===== config.mk =====
export PLATFORM = sky130hd
export DESIGN_NAME = ps2_host_tx
export DESIGN_NICKNAME = d
export VERILOG_FILES = /design/src/rtl/ps2_pkg.sv /design/src/rtl/ps2_line_sync.sv /design/src/rtl/ps2_host_tx.sv
export SDC_FILE = /design/constraint.sdc
export NUM_CORES = 1
export LEC_CHECK = 0
export CORE_ASPECT_RATIO = 0.6
export CORE_MARGIN = 1
export CORE_UTILIZATION = 44
export CTS_BUF_LIST = sky130_fd_sc_hd__clkbuf_2
export CTS_CLUSTER_SIZE = 24
export DETAILED_ROUTE_END_ITERATION = 8
export SYNTH_ARGS = -nofsm -noshare
export SYNTH_HDL_FRONTEND = slang
export SYNTH_SLANG_ARGS = --single-unit
export TNS_END_PERCENT = 1

===== constraint.sdc =====
create_clock -name clk -period 2.55 [get_ports clk]
set_input_delay 0.51 -clock clk [delete_from_list [all_inputs] [get_ports clk]]
set_output_delay 0.51 -clock clk [all_outputs]
set_load 0.02 [all_outputs]

===== src/rtl/ps2_pkg.sv =====
// Shared types and constants for the PS/2 host-side logic.
// State encoding, default timing values and frame edge indices live here.
package ps2_pkg;

  typedef enum logic [2:0] {
    IDLE      = 3'd0,
    INHIBIT   = 3'd1,
    REQ       = 3'd2,
    SEND      = 3'd3,
    ACK       = 3'd4,
    WAIT_IDLE = 3'd5
  } ps2_state_e;

  localparam int unsigned DEF_CLK_HZ         = 25_000_000;
  localparam int unsigned DEF_INHIBIT_CYCLES = DEF_CLK_HZ / 10_000;
  localparam int unsigned DEF_START_TIMEOUT  = DEF_CLK_HZ / 66;
  localparam int unsigned DEF_BIT_TIMEOUT    = DEF_CLK_HZ / 500;

  localparam int TMR_W  = 20;
  localparam int EDGE_W = 4;

  // Device falling-edge numbers within one host-to-device frame.
  localparam logic [EDGE_W-1:0] PARITY_EDGE = 4'd9;
  localparam logic [EDGE_W-1:0] STOP_EDGE   = 4'd10;
  localparam logic [EDGE_W-1:0] ACK_EDGE    = 4'd11;

  function automatic logic odd_parity(input logic [7:0] d);
    return ~^d;
  endfunction

endpackage


===== src/rtl/ps2_line_sync.sv =====
// Two-flop synchronizers for the raw PS/2 clock and data pads, plus a
// one-cycle strobe on each synchronized clock falling edge.
module ps2_line_sync (
  input  logic clk_i,
  input  logic rst_i,
  input  logic ps2_clk_i,
  input  logic ps2_data_i,
  output logic clk_s_o,
  output logic data_s_o,
  output logic fall_o
);

  logic clk_meta_q;
  logic clk_s_q;
  logic clk_prev_q;
  logic data_meta_q;
  logic data_s_q;

  // Idle PS/2 lines are pulled high, so reset to 1 to avoid a false edge.
  always_ff @(posedge clk_i or posedge rst_i) begin
    if (rst_i) begin
      clk_meta_q  <= 1'b1;
      clk_s_q     <= 1'b1;
      clk_prev_q  <= 1'b1;
      data_meta_q <= 1'b1;
      data_s_q    <= 1'b1;
    end else begin
      clk_meta_q  <= ps2_clk_i;
      clk_s_q     <= clk_meta_q;
      clk_prev_q  <= clk_s_q;
      data_meta_q <= ps2_data_i;
      data_s_q    <= data_meta_q;
    end
  end

  assign clk_s_o  = clk_s_q;
  assign data_s_o = data_s_q;
  assign fall_o   = clk_prev_q & ~clk_s_q;

endmodule


===== src/rtl/ps2_host_tx.sv =====
// Host-to-device PS/2 transmitter: sends one command byte over the
// open-drain kbclk/kbdata pair and reports the device ACK or a timeout.
module ps2_host_tx
  import ps2_pkg::*;
#(
  parameter int unsigned CLK_HZ         = DEF_CLK_HZ,
  parameter int unsigned INHIBIT_CYCLES = CLK_HZ / 10_000,
  parameter int unsigned START_TIMEOUT  = CLK_HZ / 66,
  parameter int unsigned BIT_TIMEOUT    = CLK_HZ / 500
) (
  input  logic       clk,
  input  logic       reset,
  input  logic [7:0] tx_data,
  input  logic       tx_valid,
  output logic       tx_ready,
  output logic       tx_done,
  output logic       tx_ack,
  output logic       tx_err,
  input  logic       ps2_clk_in,
  input  logic       ps2_data_in,
  output logic       ps2_clk_oe,
  output logic       ps2_data_oe,
  output ps2_state_e state_o
);

  // Handshake: a byte is taken on any rising clk edge where tx_valid and
  // tx_ready are both high; tx_ready is high only in IDLE, and requests seen
  // while busy are dropped rather than queued.

  localparam logic [TMR_W-1:0] INH_LAST   = TMR_W'(INHIBIT_CYCLES - 1);
  localparam logic [TMR_W-1:0] START_LAST = TMR_W'(START_TIMEOUT - 1);
  localparam logic [TMR_W-1:0] BIT_LAST   = TMR_W'(BIT_TIMEOUT - 1);

  logic clk_s;
  logic data_s;
  logic fall;

  ps2_line_sync u_sync (
    .clk_i      (clk),
    .rst_i      (reset),
    .ps2_clk_i  (ps2_clk_in),
    .ps2_data_i (ps2_data_in),
    .clk_s_o    (clk_s),
    .data_s_o   (data_s),
    .fall_o     (fall)
  );

  ps2_state_e        state_q, state_d;
  logic [TMR_W-1:0]  tmr_q, tmr_d;
  logic [EDGE_W-1:0] edge_q, edge_d;
  logic [EDGE_W-1:0] edge_nx;
  logic [8:0]        shift_q, shift_d;
  logic              data_oe_q, data_oe_d;
  logic              rts_q, rts_d;
  logic              ack_q, ack_d;
  logic              done;
  logic              err;

  always_ff @(posedge clk or posedge reset) begin
    if (reset) begin
      state_q   <= IDLE;
      tmr_q     <= '0;
      edge_q    <= '0;
      shift_q   <= '0;
      data_oe_q <= 1'b0;
      rts_q     <= 1'b0;
      ack_q     <= 1'b0;
    end else begin
      state_q   <= state_d;
      tmr_q     <= tmr_d;
      edge_q    <= edge_d;
      shift_q   <= shift_d;
      data_oe_q <= data_oe_d;
      rts_q     <= rts_d;
      ack_q     <= ack_d;
    end
  end

  assign edge_nx = edge_q + 4'd1;

  always_comb begin
    state_d   = state_q;
    tmr_d     = tmr_q + 1'b1;
    edge_d    = edge_q;
    shift_d   = shift_q;
    data_oe_d = data_oe_q;
    rts_d     = rts_q;
    ack_d     = ack_q;
    done      = 1'b0;
    err       = 1'b0;

    unique case (state_q)
      IDLE: begin
        tmr_d     = '0;
        data_oe_d = 1'b0;
        rts_d     = 1'b0;
        if (tx_valid) begin
          shift_d = {odd_parity(tx_data), tx_data};
          edge_d  = '0;
          state_d = INHIBIT;
        end
      end
      INHIBIT: begin
        // Pull data low at terminal count, keep clock low one more cycle.
        if (rts_q) begin
          state_d = REQ;
        end else if (tmr_q == INH_LAST) begin
          rts_d     = 1'b1;
          data_oe_d = 1'b1;
        end
      end
      REQ: begin
        if (fall) begin
          edge_d    = 4'd1;
          data_oe_d = ~shift_q[0];
          shift_d   = shift_q >> 1;
          state_d   = SEND;
        end else if (tmr_q == START_LAST) begin
          err = 1'b1;
        end
      end
      SEND: begin
        if (fall) begin
          edge_d = edge_nx;
          tmr_d  = '0;
          if (edge_nx == STOP_EDGE) begin
            data_oe_d = 1'b0;
            state_d   = ACK;
          end else begin
            // Edges 2..8 shift out data bits, PARITY_EDGE shifts out parity.
            data_oe_d = ~shift_q[0];
            shift_d   = shift_q >> 1;
          end
        end else if (tmr_q == BIT_LAST) begin
          err = 1'b1;
        end
      end
      ACK: begin
        if (fall) begin
          edge_d  = ACK_EDGE;
          ack_d   = ~data_s;
          state_d = WAIT_IDLE;
        end else if (tmr_q == BIT_LAST) begin
          err = 1'b1;
        end
      end
      WAIT_IDLE: begin
        if (clk_s && data_s) begin
          done    = 1'b1;
          state_d = IDLE;
        end else if (tmr_q == BIT_LAST) begin
          err = 1'b1;
        end
      end
      default: state_d = IDLE;
    endcase

    if (err) begin
      state_d   = IDLE;
      data_oe_d = 1'b0;
      rts_d     = 1'b0;
    end

    // One timer serves every waiting state, so restart it on each move.
    if (state_d != state_q) tmr_d = '0;
  end

  assign tx_ready    = (state_q == IDLE);
  assign tx_done     = done;
  assign tx_err      = err;
  assign tx_ack      = ack_q;
  assign ps2_clk_oe  = (state_q == INHIBIT);
  assign ps2_data_oe = data_oe_q;
  assign state_o     = state_q;

  a_done_err_excl: assert property (@(posedge clk) disable iff (reset)
    !(tx_done && tx_err));
  a_idle_lines_free: assert property (@(posedge clk) disable iff (reset)
    (state_q == IDLE) |-> !data_oe_q);

endmodule


==> results of run 1 <==
[how the worst max path moves through the flow]
stage / start / endpoint / cells after the start
CTS: tmr_q[18] / tx_err / 6
floorplan: edge_q[0] / tmr_q[10] / 8
detailed placement: tmr_q[16] / tx_err / 6
global placement: u_sync.clk_prev_q / tmr_q[8] / 8
finish: tmr_q[17] / tx_err / 6
global route: tmr_q[17] / tx_err / 6
[worst register-to-register path: stages, from the launching register on]
cell and delay (ns):
sky130_fd_sc_hd__dfrtp_1 0.48, sky130_fd_sc_hd__nor4b_4 0.32, sky130_fd_sc_hd__and3_4 0.24, sky130_fd_sc_hd__o2111ai_2 0.15, sky130_fd_sc_hd__buf_4 0.17, sky130_fd_sc_hd__o41a_2 0.56
sky130_fd_sc_hd__o211ai_1 0.35, sky130_fd_sc_hd__nor4_2 0.06
[placed cells by master (no fill, tap or decap), types with 3 or more instances in the layout]
master                             n
sky130_fd_sc_hd__nor2b_1           4
sky130_fd_sc_hd__clkdlybuf4s50_1  17
sky130_fd_sc_hd__xnor2_1          18
sky130_fd_sc_hd__o21ai_0          10
sky130_fd_sc_hd__a21oi_1          10
sky130_fd_sc_hd__xor2_1            7
sky130_fd_sc_hd__buf_4            45
sky130_fd_sc_hd__dfstp_2           5
sky130_fd_sc_hd__clkbuf_2          7
sky130_fd_sc_hd__buf_12            6
sky130_fd_sc_hd__and2_1            3
sky130_fd_sc_hd__mux2_2           19
sky130_fd_sc_hd__ha_1              4
sky130_fd_sc_hd__nand4_1           4
sky130_fd_sc_hd__nor2_1           18
sky130_fd_sc_hd__dfrtp_1          39
sky130_fd_sc_hd__nor3_1            7
sky130_fd_sc_hd__nor4_2           20
sky130_fd_sc_hd__o211ai_1         21
sky130_fd_sc_hd__inv_1             5
sky130_fd_sc_hd__nand3_1          14
sky130_fd_sc_hd__and3_1            3
sky130_fd_sc_hd__nand2_1          14
sky130_fd_sc_hd__nand2b_1          3
[through the flow]
step	setup WS (ns)	power, µW	hold WS (ns)
after floorplan	0.350	770	0.345
after global placement	-0.0245	808	0.346
after detailed placement	-0.0278	809	0.347
after CTS	-0.109	1220	0.355
after global routing	-0.152	1260	0.370
final	-0.0735	1210	0.346
[repair_timing]
item	in CTS	in global routing
setup endpoints to repair	16	24
setup buffers	2	5
pin swaps	2	4
gates cloned	0	0
gates resized for setup	10	10
[power groups by stage]
stage / Combinational (µW) / Clock (µW) / Sequential [µW]
6_report: 87.2 / 413 / 709
5_1_grt: 97.3 / 456 / 710
4_1_cts: 88.5 / 426 / 709
3_5_place_dp: 88.4 / 0 / 720
3_3_place_gp: 87.5 / 0 / 720
2_1_floorplan: 50.6 / 0 / 720
[per-layer routing]
metal,wire length (µm),vias up
met5,0,-
met4,70,0
met3,422,7
met2,2800,52
met1,4410,1168
li1,-,1198
[kinds of logic after synthesis]
family | Yosys count
simple gates | 110
compound gates | 60
flops | 44
buf+inv | 28
xor+xnor | 25
mux | 19
fa+ha+maj | 4
[area by class of cell]
class | instances | area (µm²) | share of cell area
multi-input combinational | 218 | 1700 | 0.460
sequential | 44 | 1110 | 0.299
timing repair buffer | 73 | 669 | 0.181
tap | 87 | 109 | 0.0294
clock inverter | 3 | 42.5 | 0.0115
inverter | 8 | 42.5 | 0.0115
clock buffer | 5 | 25.0 | 0.00677
[sequential cells by signal, indices dropped and copies added (netlist names)]
register / cells
edge_q: 4
tmr_q: 20
u_sync.data_s_o: 1
u_sync.clk_prev_q: 1
tx_ack: 1
rts_q: 1
u_sync.clk_meta_q: 1
u_sync.data_meta_q: 1
state_o: 3
u_sync.clk_s_o: 1
shift_q: 9
ps2_data_oe: 1
==> impl_metrics.json, run 1 <==
{
  "post_synth.cell_area_avg_um2": 10.5,
  "yosys.area_share.simple": 0.252,
  "final_hold_viol_count": 0,
  "numClockSinks": 44,
  "final_design_area_no_fill_mm2": 0.00370,
  "ys_dominant_reg_cell": "sky130_fd_sc_hd__dfrtp_1",
  "grt_usage": 0.238,
  "layout-area-overhead-vs-synth_pct": 21.3,
  "layout_min_cycle_time_ns": 2.62,
  "power.share.switching": 0.244,
  "overall_die_area_mm2": 0.00728,
  "dpl.hpwl_um": 5780,
  "timing.critical_path.cells": "or4_4 -> nor3_4 -> nand2b_1 -> o21a_4 -> inv_8 -> buf_6",
  "number_of_library_cell_types_mapped_by_synthesis": 60,
  "drt.antenna.violating_nets": 0,
  "crit_required_ns": 2.04,
  "crit-reg2reg-capture": "tmr_q[10]",
  "globalplace.congestion": 0.872,
  "clock-root-buffer": "sky130_fd_sc_hd__clkbuf_2",
  "placement_stage_cell_area_mm2": 0.00355,
  "synth_sequential_area_ratio": 0.363,
  "remaining_drc_errors": 0,
  "synth-seq-cells": 44,
  "violated_checks": "negative setup slack",
  "tightestPinTransition_ns": 0.681,
  "final-max-slew-violation-count": 0,
  "first_global_vias": 2317,
  "fmax_mhz": 381,
  "globalRouteMet3Util": 0.0636,
  "share_of_layout_cells_above_drive_strength_1": 0.365,
  "fp.coreArea_mm2": 0.00668,
  "tritoncts": "yes",
  "synth-adder-area-share": 0.0164,
  "finalNonFillerCells": 438,
  "dpl_cells": 423,
  "synth_xor_area_frac": 0.0718,
  "arrival_ns": 2.11,
  "yosys-top-cells-count": "sky130_fd_sc_hd__dfrtp_1, sky130_fd_sc_hd__o211ai_1, sky130_fd_sc_hd__nor4_2",
  "top_usage_layer": "met1",
  "yosysMostFrequentCell": "sky130_fd_sc_hd__dfrtp_1",
  "placementRows": 23,
  "comb_power_share": 0.072,
  "rsz0062_at_grt": "true",
  "worst_slew_margin_rel": 0.542,
  "antenna_cells": 0,
  "final_critical_path_setup_slack_ns": -0.0735,
  "ios": 22,
  "ff2ff_path_depth": 7,
  "critical_path_buf_inv_count": 2,
  "final.setup_skew_ns": 0.0453,
  "io_buffer_count": 21,
  "worst_path_dominant_cell_family": "simple AND/OR/NAND/NOR gates",
  "grt_start_max_net_pins": 25,
  "drt-vias-per-instance": 5.54,
  "detailroute.via_count": 2425,
  "synth_compound_area_frac": 0.140,
  "dr.first_iter.drc_count": 133,
  "grt_met2_usage": 0.285,
  "critical_path.max_stage_delay_ns": 0.56,
  "synthesis.yosys.warnings": 0,
  "cellInternalPower_uw": 914,
  "power.density_cell_area_mw_per_mm2": 327,
  "drt_pass_1_iters": 5,
  "htreeDepth": 2,
  "pwr-share-seq": 0.587,
  "power_switching_uw": 295,
  "drt_wl_total_um": 7700,
  "cts.hold.buffers_added": 0,
  "globalRoute.totalOverflow": 0,
  "setup_violations": 1,
  "synth_top_family_by_area": "simple AND/OR/NAND/NOR gates",
  "portion_of_the_clock_cycle_consumed_by_the_worst_path_in_the_final_layout": 1.03,
  "met1_usage": 0.394,
  "syn-num-nets": 307,
  "r2r_start": "tmr_q[18]",
  "grt_first_pass_wirelength_um": 12800,
  "holdCritPathClass": "in -> async",
  "critPathSlowestCell": "sky130_fd_sc_hd__or4_4",
  "largest_voltage_drop_on_the_vdd_net_uv": 227,
  "crit_fanout": 4,
  "crit_path_start_kind": "register",
  "ff2ff_setup_slack_ns": 0.13,
  "synth_enable_flop_cells": 0,
  "power.share.clock": 0.341,
  "setup.worst_path.class": "reg -> out",
  "multiplexer_fraction_of_the_synthesized_cell_area": 0.0702,
  "starting_density_of_the_core": 0.457,
  "die_height_um": 66.5,
  "fp.dieW_um": 109,
  "cellLeakagePower_uw": 0.00159,
  "fin_tns_setup_ns": -0.0735,
  "worst_setup_ep_type": "primary output",
  "n_fill_cell": 647,
  "postSynth.asyncResetShare": 1.00,
  "routed_wire_length_per_instance_um": 17.6,
  "fin_util": 0.554,
  "synth.area.top_cells": "sky130_fd_sc_hd__dfrtp_1, sky130_fd_sc_hd__nor4_2, sky130_fd_sc_hd__mux2_2",
  "clockBufferDepth": 2,
  "netlist.area_leader.share": 0.320,
  "post_syn_instances": 290,
  "tritoncts.num_buffers": 5,
  "syn-cell-area_mm2": 0.00305,
  "run_status": "finished, violations left",
  "grt_antenna_before_repair": 0,
  "yosysTopAreaCell": "sky130_fd_sc_hd__dfrtp_1",
  "final_net_count": 367,
  "clock_insertion_delay_worst_skew_ns": 0.46,
  "clk_pin_slew_worst_paths_ns": 0.26,
  "maxCapViolCount": 0
}
Power figures use the tool's default switching activity.
==> run 2: changes to the inputs <==
- clock period: 2.55 -> 2.9 ns (I/O delays scaled with it)
==> impl_metrics.json, run 2 (same netlist as run 1, synthesis figures left out) <==
{
  "holdCritPathClass": "reg -> reg",
  "worst_setup_ep_type": "primary output",
  "placementRows": 23,
  "r2r_start": "edge_q[0]",
  "final_hold_viol_count": 0,
  "largest_voltage_drop_on_the_vdd_net_uv": 159,
  "tritoncts": "yes",
  "fp.coreArea_mm2": 0.00668,
  "max_reg_flops": 20,
  "fp.dieW_um": 109,
  "hold-path-cell-count": 0,
  "htreeDepth": 2,
  "cellLeakagePower_uw": 0.00147,
  "crit-reg2reg-capture": "tmr_q[17]",
  "arrival_ns": 2.25,
  "critical_path.most_common_cell": "sky130_fd_sc_hd__buf_4",
  "ff2ff_path_depth": 8,
  "clock_insertion_delay_worst_skew_ns": 0.46,
  "tightestPinTransition_ns": 0.763,
  "most_common_cell_after_layout_fill_and_taps_aside": "sky130_fd_sc_hd__dfrtp_1",
  "remaining_drc_errors": 0,
  "regArea_mm2": 0.00111,
  "dr.first_iter.drc_count": 184,
  "fin_util": 0.528,
  "ios": 22,
  "maxCapViolCount": 0,
  "globalRoute.totalOverflow": 0,
  "worstSetupPathDepth": 7,
  "detailroute.via_count": 2368,
  "hold_end": "u_sync.clk_s_o",
  "drt_pass_1_iters": 4,
  "placement.setup.worst_slack_ns": -0.0139,
  "clock-root-buffer": "sky130_fd_sc_hd__clkbuf_2",
  "layout-area-overhead-vs-synth_pct": 15.6,
  "timing.critical_path.cells": "or4_4 -> nor3_4 -> nand2b_1 -> o21a_4 -> inv_8 -> buf_4 -> buf_4",
  "worst_path_dominant_cell_family": "simple AND/OR/NAND/NOR gates",
  "ff2ff_setup_slack_ns": 0.40,
  "tritoncts.num_buffers": 5,
  "drt-vias-per-instance": 5.57,
  "drt.antenna.violating_nets": 0,
  "top_regs": "tmr_q (20), shift_q (9), edge_q (4)",
  "overall_die_area_mm2": 0.00728,
  "final_critical_path_setup_slack_ns": 0.0672,
  "worst_slew_margin_rel": 0.488,
  "critPathSlowestCell": "sky130_fd_sc_hd__or4_4",
  "final-max-slew-violation-count": 0,
  "critical_path.max_stage_delay_ns": 0.56,
  "die_height_um": 66.5,
  "io_buffer_count": 21,
  "timing.hold.worst.start": "u_sync.clk_meta_q",
  "globalplace.congestion": 0.833,
  "n_fill_cell": 625,
  "setup.worst_path.class": "reg -> out",
  "overall_power_consumption_uw": 975,
  "critical_path_buf_inv_count": 3,
  "routed_wire_length_per_instance_um": 17.2,
  "drt_wl_total_um": 7300,
  "rsz0062_at_grt": "true",
  "first_global_vias": 2331,
  "layout_min_cycle_time_ns": 2.83,
  "antenna_cells": 0,
  "run_status": "finished, final reports clean",
  "numClockSinks": 44,
  "crit_fanout": 7,
  "portion_of_the_clock_cycle_consumed_by_the_worst_path_in_the_final_layout": 0.977,
  "crit_path_start_kind": "register",
  "fmax_mhz": 353,
  "grt_antenna_before_repair": 0,
  "power.density_cell_area_mw_per_mm2": 277,
  "grt_usage": 0.230,
  "mostFrequentLayoutCells": "sky130_fd_sc_hd__dfrtp_1, sky130_fd_sc_hd__buf_4, sky130_fd_sc_hd__o211ai_1",
  "clockBufferDepth": 2,
  "crit_required_ns": 2.32,
  "clk_pin_slew_worst_paths_ns": 0.24,
  "final.setup_skew_ns": 0.0314,
  "grt_first_pass_wirelength_um": 12500,
  "multi_input_comb_area_mm2": 0.00169,
  "final_net_count": 354,
  "hold_slack_ns": 0.366,
  "share_of_layout_cells_above_drive_strength_1": 0.331,
  "registers.top_by_ff_count": "tmr_q",
  "starting_density_of_the_core": 0.457,
  "grt_start_max_net_pins": 31,
  "cts.hold.buffers_added": 0,
  "dpl.hpwl_um": 5260,
  "setup_violations": 0
}
==> run 2: changes by cell type in the layout (fill, tap and decap cells not counted), moves of 2 or more <==
cell	before	now
sky130_fd_sc_hd__buf_12	6	3
sky130_fd_sc_hd__clkdlybuf4s50_1	17	19
sky130_fd_sc_hd__buf_6	2	0
sky130_fd_sc_hd__buf_4	45	37
==> run 2: report_power, final <==
part           switching, µW  leakage (µW)  total, µW  internal, µW
combinational           39.1      0.000876       76.8          37.6
sequential              2.45      0.000572        624           621
clock                    215     0.0000266        274          59.9
total                    256       0.00147        975           719
==> run 2: area by class of cell <==
type | count | share of cell area
Clock buffer | 6 | 0.00852
Tap cell | 87 | 0.0309
Multi-Input combinational cell | 218 | 0.479
Clock inverter | 2 | 0.00319
Inverter | 8 | 0.0121
Sequential cell | 44 | 0.315
Timing Repair Buffer | 60 | 0.152
==> run 2: worst max path at each step <==
| stage | endpoint | slack [ns] | startpoint |
|---|---|---|---|
| after global routing | tx_err | -0.06 | tmr_q[12] |
| after detailed placement | tmr_q[0] | -0.01 | tx_valid |
| after global placement | tmr_q[1] | -0.03 | tx_valid |
| after CTS | tx_err | 0.02 | tmr_q[12] |
| after floorplan | tmr_q[10] | 0.70 | edge_q[0] |
| final | tx_err | 0.07 | tmr_q[12] |
==> run 2: routing by layer <==
layer / track usage / vias up / wire, µm
met4: 0.0600 / 0 / 78
met3: 0.0499 / 7 / 443
met5: 0 / - / 0
met2: 0.299 / 65 / 2700
li1: - / 1173 / -
met1: 0.369 / 1123 / 4080
==> run 2: stage by stage <==
stage               TNS, ns  instance area [µm²]  instances
floorplan                 0                 3050        290
global placement     -0.201                 3430        411
detailed placement  -0.0835                 3430        411
CTS                       0                 3490        421
global route        -0.0603                 3520        425
finish                    0                 3520        425
==> run 2: timing repair <==
item	CTS	global route
endpoints found under the setup margin	2	10
gates cloned	0	0
pin swaps	1	1
buffers inserted	2	4
resized for setup	7	1
